==> src/rtl/fifo_byte_packer.sv <==
// fifo_byte_packer: drains a show-ahead FIFO and packs entries little-endian into words,
// flushing a partial word once the FIFO has stayed empty for TIMEOUT cycles.
module fifo_byte_packer #(
   parameter int FIFO_DATA_WIDTH = 8,
   parameter int LANES           = 4,
   parameter int TIMEOUT         = 16
) (
   input  logic                             clk,
   input  logic                             reset,
   input  logic                             fifo_empty,
   input  logic [FIFO_DATA_WIDTH-1:0]       fifo_read_data,
   output logic                             fifo_read,
   output logic                             out_valid,
   input  logic                             out_ready,
   output logic [LANES*FIFO_DATA_WIDTH-1:0] out_data,
   output logic [$clog2(LANES):0]           out_count
);
   localparam int CW = $clog2(LANES) + 1;
   localparam int IW = $clog2(TIMEOUT);
   typedef enum logic {FILL, SEND} state_t;
   state_t                           r_state, w_state_nxt;
   logic [CW-1:0]                    r_byte_cnt, w_byte_cnt_nxt;
   logic [IW-1:0]                    r_idle_cnt, w_idle_cnt_nxt;
   logic [LANES*FIFO_DATA_WIDTH-1:0] r_data, w_data_nxt;
   logic                             w_pop;
   assign w_pop     = (r_state == FILL) && !fifo_empty;
   assign fifo_read = w_pop && !reset;
   assign out_valid = (r_state == SEND);
   assign out_data  = r_data;
   assign out_count = r_byte_cnt;
   // A pop on the timeout edge wins: the byte is packed and the idle count restarts.
   always_comb begin
      w_state_nxt    = r_state;
      w_byte_cnt_nxt = r_byte_cnt;
      w_idle_cnt_nxt = r_idle_cnt;
      w_data_nxt     = r_data;
      if (r_state == SEND) begin
         if (out_ready) begin
            w_state_nxt    = FILL;
            w_byte_cnt_nxt = '0;
            w_idle_cnt_nxt = '0;
            w_data_nxt     = '0;
         end
      end else if (w_pop) begin
         for (int l = 0; l < LANES; l++)
            if (r_byte_cnt == CW'(l)) w_data_nxt[l*FIFO_DATA_WIDTH +: FIFO_DATA_WIDTH] = fifo_read_data;
         w_byte_cnt_nxt = r_byte_cnt + 1'b1;
         w_idle_cnt_nxt = '0;
         w_state_nxt    = (r_byte_cnt == CW'(LANES-1)) ? SEND : FILL;
      end else if (r_byte_cnt != '0) begin
         w_state_nxt    = (r_idle_cnt == IW'(TIMEOUT-1)) ? SEND : FILL;
         w_idle_cnt_nxt = (r_idle_cnt == IW'(TIMEOUT-1)) ? r_idle_cnt : r_idle_cnt + 1'b1;
      end
   end
   always_ff @(posedge clk) begin
      if (reset) begin
         r_state    <= FILL;
         r_byte_cnt <= '0;
         r_idle_cnt <= '0;
         r_data     <= '0;
      end else begin
         r_state    <= w_state_nxt;
         r_byte_cnt <= w_byte_cnt_nxt;
         r_idle_cnt <= w_idle_cnt_nxt;
         r_data     <= w_data_nxt;
      end
   end
endmodule

==> config.mk <==
export PLATFORM = sky130hd
export DESIGN_NAME = fifo_byte_packer
export DESIGN_NICKNAME = d
export VERILOG_FILES = /design/src/rtl/fifo_byte_packer.sv
export SDC_FILE = /design/constraint.sdc
export NUM_CORES = 1
export LEC_CHECK = 0
export CAP_MARGIN = 30
export CORE_MARGIN = 2
export CORE_UTILIZATION = 52
export CTS_BUF_LIST = sky130_fd_sc_hd__clkbuf_8
export CTS_CLUSTER_SIZE = 24
export DETAILED_ROUTE_END_ITERATION = 10
export GPL_ROUTABILITY_DRIVEN = 0
export HOLD_SLACK_MARGIN = 0.02
export PLACE_DENSITY = 0.87
export SYNTH_ARGS = -nofsm -noshare
export SYNTH_HDL_FRONTEND = slang
export SYNTH_SLANG_ARGS = --single-unit
==> constraint.sdc <==
create_clock -name clk -period 3 [get_ports clk]
set_input_delay 0.6 -clock clk [delete_from_list [all_inputs] [get_ports clk]]
set_output_delay 0.6 -clock clk [all_outputs]
set_load 0.03 [all_outputs]
# Word-level counts from Yosys, hierarchy flattened
# Cells that the tools add are included.
word_totals:
  ff_bits: 40
  wordCells: 55
  inputBits: 12
op_classes:
  bitwise: 1
  muxes: 21
  eq_ne: 6
  addsub: 2
  n_reduce_logical: 18
op_table:
  columns: ["cell", "count"]
  rows:
  - ["32-bit two-way mux", 3]
  - ["8-bit two-way mux", 4]
  - ["4-bit two-way mux", 5]
  - ["3-bit AND reduction", 5]
  - ["2-bit nonzero test", 5]
  - ["3-bit two-way mux", 3]
  - ["3-bit by 2-bit == test with 1-bit output (second input constant)", 2]
  - ["1-bit two-way mux", 6]
  - ["3-bit nonzero test", 2]
  - ["4-bit by 1-bit adder with 4-bit output (second input constant)", 1]
  - ["4-bit == test (second input constant)", 1]
  - ["3-bit by 1-bit adder with 3-bit output (second input constant)", 1]
  - ["3-bit by 1-bit == test with 1-bit output (second input constant)", 1]
  - ["3-bit zero test", 1]
  - ["3-bit != test (second input constant)", 1]
  - ["1-bit logical AND", 2]
  - ["1-bit zero test", 2]
  - ["2-bit != test (second input constant)", 1]
  - ["2-bit AND reduction", 1]
  - ["1-bit NOT", 1]

# Depth between registers and ports, before layout
logic_depth:
  word_depth: 5
  depth_mapped: 6

# Worst setup path after synthesis
# Ideal clock, no wire load.
synth_timing:
  path_type: "input -> output"
  from: "input port reset"
  to: "output port fifo_read"
  slack_ps: 963
  path_stages: 2
  arrival_time_ps: 1437
  t_required_ps: 2400
  path_buffers: 1
  cell_sequence: "clkbuf_1 > nor3_1"
synth_between:
  elab_chain_cells: 2
synth_rtl:
  columns: ["item", "line_no", "rtl"]
  rows:
  - ["start, declared", "9", "input logic reset,"]
  - ["1-bit zero test", "27", "assign fifo_read = w_pop && !reset;"]
  - ["1-bit logical AND", "27", null]
  - ["end, declared", "12", "output logic fifo_read,"]
# No other way between the ends.

# Worst setup path in the final report
layout_timing:
  from: "register r_state, in the netlist out_valid"
  to: "output port out_valid"
layout_lines:
  columns: ["item", "line_no", "rtl"]
  rows:
  - ["start, declared", "21", "state_t r_state, w_state_nxt;"]
  - ["start signal, assigned", "62", "r_state <= w_state_nxt;"]
  - ["end, declared", "13", "output logic out_valid,"]
# No word-level cell between the ends.

==> flow_metrics.env <==
export IMPL_pwr_share_clk=0.305
export IMPL_netlist_area_mm2=0.00171
export IMPL_synth_edff_count=0
export IMPL_syn_nets=225
export IMPL_place_inst=288
export IMPL_netlist_instances=207
export IMPL_fmax_ghz=0.428
export IMPL_period_needed_ps=2340
export IMPL_p_seq_frac=0.522
export IMPL_die_h_um=61.3
export IMPL_pin_count=49
export IMPL_met3_usage=0.0525
export IMPL_ys_ff_latch=40
export IMPL_portBuffers=48
export IMPL_slew_violations=0
export IMPL_cp_required_ps=2400
export IMPL_post_route_period_util=0.779
export IMPL_cts_root_buf="clkbuf_8"
export IMPL_globalRouteMet1Util=0.357
export IMPL_drive_gt1_frac=0.0518
export IMPL_grt_usage=0.254
export IMPL_cellPowerDensity_mw_per_mm2=475
export IMPL_synth_largest_area_cell="dfxtp_1"
export IMPL_nets=269
export IMPL_crit_family="buffers and inverters"
export IMPL_cp_cell_sequence="clkdlybuf4s50_1"
export IMPL_outcome="finished clean"
export IMPL_synthToLayoutAreaGrowth_pct=33.3
export IMPL_die_area_mm2=0.00376
export IMPL_viasPerCell=5.56
export IMPL_wire_per_inst_um=14.7
export IMPL_post_cts_setup_buffers=0
export IMPL_setup_violations=0
export IMPL_critPathBufInv=1
export IMPL_total_leakage_power_nw=0.821
export IMPL_cts_hold_buf=0
export IMPL_cp_data_arrival_time_ps=1740
export IMPL_ant_nets=0
export IMPL_yosys_warnings=0
export IMPL_hpwlAfterDp_um=2980
export IMPL_intPower_w=0.000779
export IMPL_synthFlopType="dfxtp_1"
export IMPL_grt_pass1_wl_um=6960
export IMPL_antenna_found_initial=0
export IMPL_fin_cells=295
export IMPL_vias=1641
export IMPL_die_x_um=61.3
export IMPL_grt_overflow=0
export IMPL_rows=20
export IMPL_grt_max_degree=39
export IMPL_dr_pass1_iters=4
export IMPL_clk_pin_slew_ps=70
export IMPL_worstSetupStartpointType="register"
export IMPL_skew_ps=3.90
export IMPL_diodes=0
export IMPL_synth_cell_type_count=28
export IMPL_power_total_w=0.00108
export IMPL_yosys_area_top_type_share=0.469
export IMPL_dp_slack_ps=688
export IMPL_cts_sinks=40
export IMPL_holdCritPathClass="reg2reg"
export IMPL_cpMaxStageDelayCell="clkdlybuf4s50_1"
export IMPL_cp_max_fo=15
export IMPL_finalHoldViolations=0
export IMPL_gr_usage_met2=0.380
export IMPL_ys_async_sr_fraction=0
export IMPL_cts_resized=0
export IMPL_path_class="reg2out"
export IMPL_critPathCaptureType="output pin"
export IMPL_max_slew_worst_pin_slew_ps=552
export IMPL_synth_area_top_cells="dfxtp_1, nand3_1, a21oi_1, nand2_1, ha_1"
export IMPL_ys_seq_area_frac=0.469
export IMPL_fin_ws_ps=663
export IMPL_grt_pass1_vias=1482
export IMPL_clock_latency_ps=290
export IMPL_tns_ps=0
export IMPL_switching_share=0.279
export IMPL_synth_common_cells="nand3_1, dfxtp_1, a21oi_1, nand2_1, clkbuf_1"
export IMPL_combPwrFrac=0.173
export IMPL_rsz0062_at_grt="false"
export IMPL_htreeDepth=2
export IMPL_top_usage_layer="met2"
export IMPL_tritoncts="yes"
export IMPL_wirelength_um=4330
export IMPL_drt_iter0_drc=101
export IMPL_cap_viol_max_count=0
export IMPL_cts_max_path_buffers=2
export IMPL_cpPeakStageDelay_ps=780
export IMPL_vdd_ir_drop_max_uv=332
export IMPL_numCtsBuffers=5
export IMPL_core_mm2=0.00308
export IMPL_synth_avg_cell_area_um2=8.24
export IMPL_synth_most_common_cell="nand3_1"
export IMPL_start_util=0.554
export IMPL_p_sw_w=0.000301
export IMPL_slew_headroom=0.632
export IMPL_drc=0
-- final cells by class --
class	instances	area (um^2)
multi-input cells	149	830
fillers	256	803
flip-flops and latches	40	801
repair buffers	50	493
clock buffers	5	68.8
well taps	44	55.1
inverters	5	18.8
clock inverters	2	8.76
-- cell families (layout without fill, tap and decap cells) --
group | Yosys count | after routing | synth area share
DFF | 40 | 40 | 0.469
adders and majority gates | 6 | 6 | 0.0440
AOI/OAI and AO/OA | 42 | 42 | 0.139
muxes | 1 | 1 | 0.00587
and+or+nand+nor | 100 | 100 | 0.298
buffers and inverters | 18 | 62 | 0.0447
-- through the flow --
| stage | util | area (um^2) | hold WS (ps) |
|---|---|---|---|
| 6_report | 0.739 | 2270 | 466 |
| 5_1_grt | 0.739 | 2270 | 483 |
| 4_1_cts | 0.739 | 2270 | 468 |
| 3_5_place_dp | 0.714 | 2200 | 459 |
| 3_3_place_gp | 0.714 | 2200 | 455 |
| 2_1_floorplan | - | 1710 | 469 |
-- power by group through the flow --
stage                     clock (W)  sequential, W  combinational, W
final                      0.000329       0.000564          0.000187
after global routing       0.000357       0.000566          0.000201
after CTS                  0.000329       0.000564          0.000187
after detailed placement          0       0.000576          0.000186
after global placement            0       0.000576          0.000182
after floorplan                   0       0.000610         0.0000758
-- layer usage --
layer / share of wire / up-vias
met4: 0.018 / 0
met2: 0.47 / 63
met3: 0.065 / 9
met1: 0.45 / 765
li1: - / 804
met5: 0 / -
-- state kept, by name, indices dropped and copies added, names as in the netlist --
register and cells:
out_count 3, out_valid 1, out_data 32, r_idle_cnt 4
-- final timing paths --
path / startpoint / end / slack [ps] / depth (start not counted)
setup / recovery: out_valid / out_valid / 660 / 1
hold / removal: out_data[3] / out_data[3] / 470 / 2
setup reg to reg: out_valid / out_data[9] / 1150 / 4
hold reg to reg: out_data[3] / out_data[3] / 470 / 2
-- cells in the final DEF, fill, tap and decap left out, types with 5 or more instances in the layout --
cell type and instances:
clkdlybuf4s50_1 47, nand3_1 44, nor2_1 5, ha_1 6
inv_1 5, dfxtp_1 40, clkbuf_8 5, a21oi_1 33
nand2_1 30, nor2b_1 7
-- worst reg2reg max path: cells and delay by family (launching register included) --
kind	cells	cell delay, ps
simple gates	2	620
flops	1	670
buf+inv	1	360
compound gates	1	80
No activity file was read; power rests on OpenSTA's default activity.
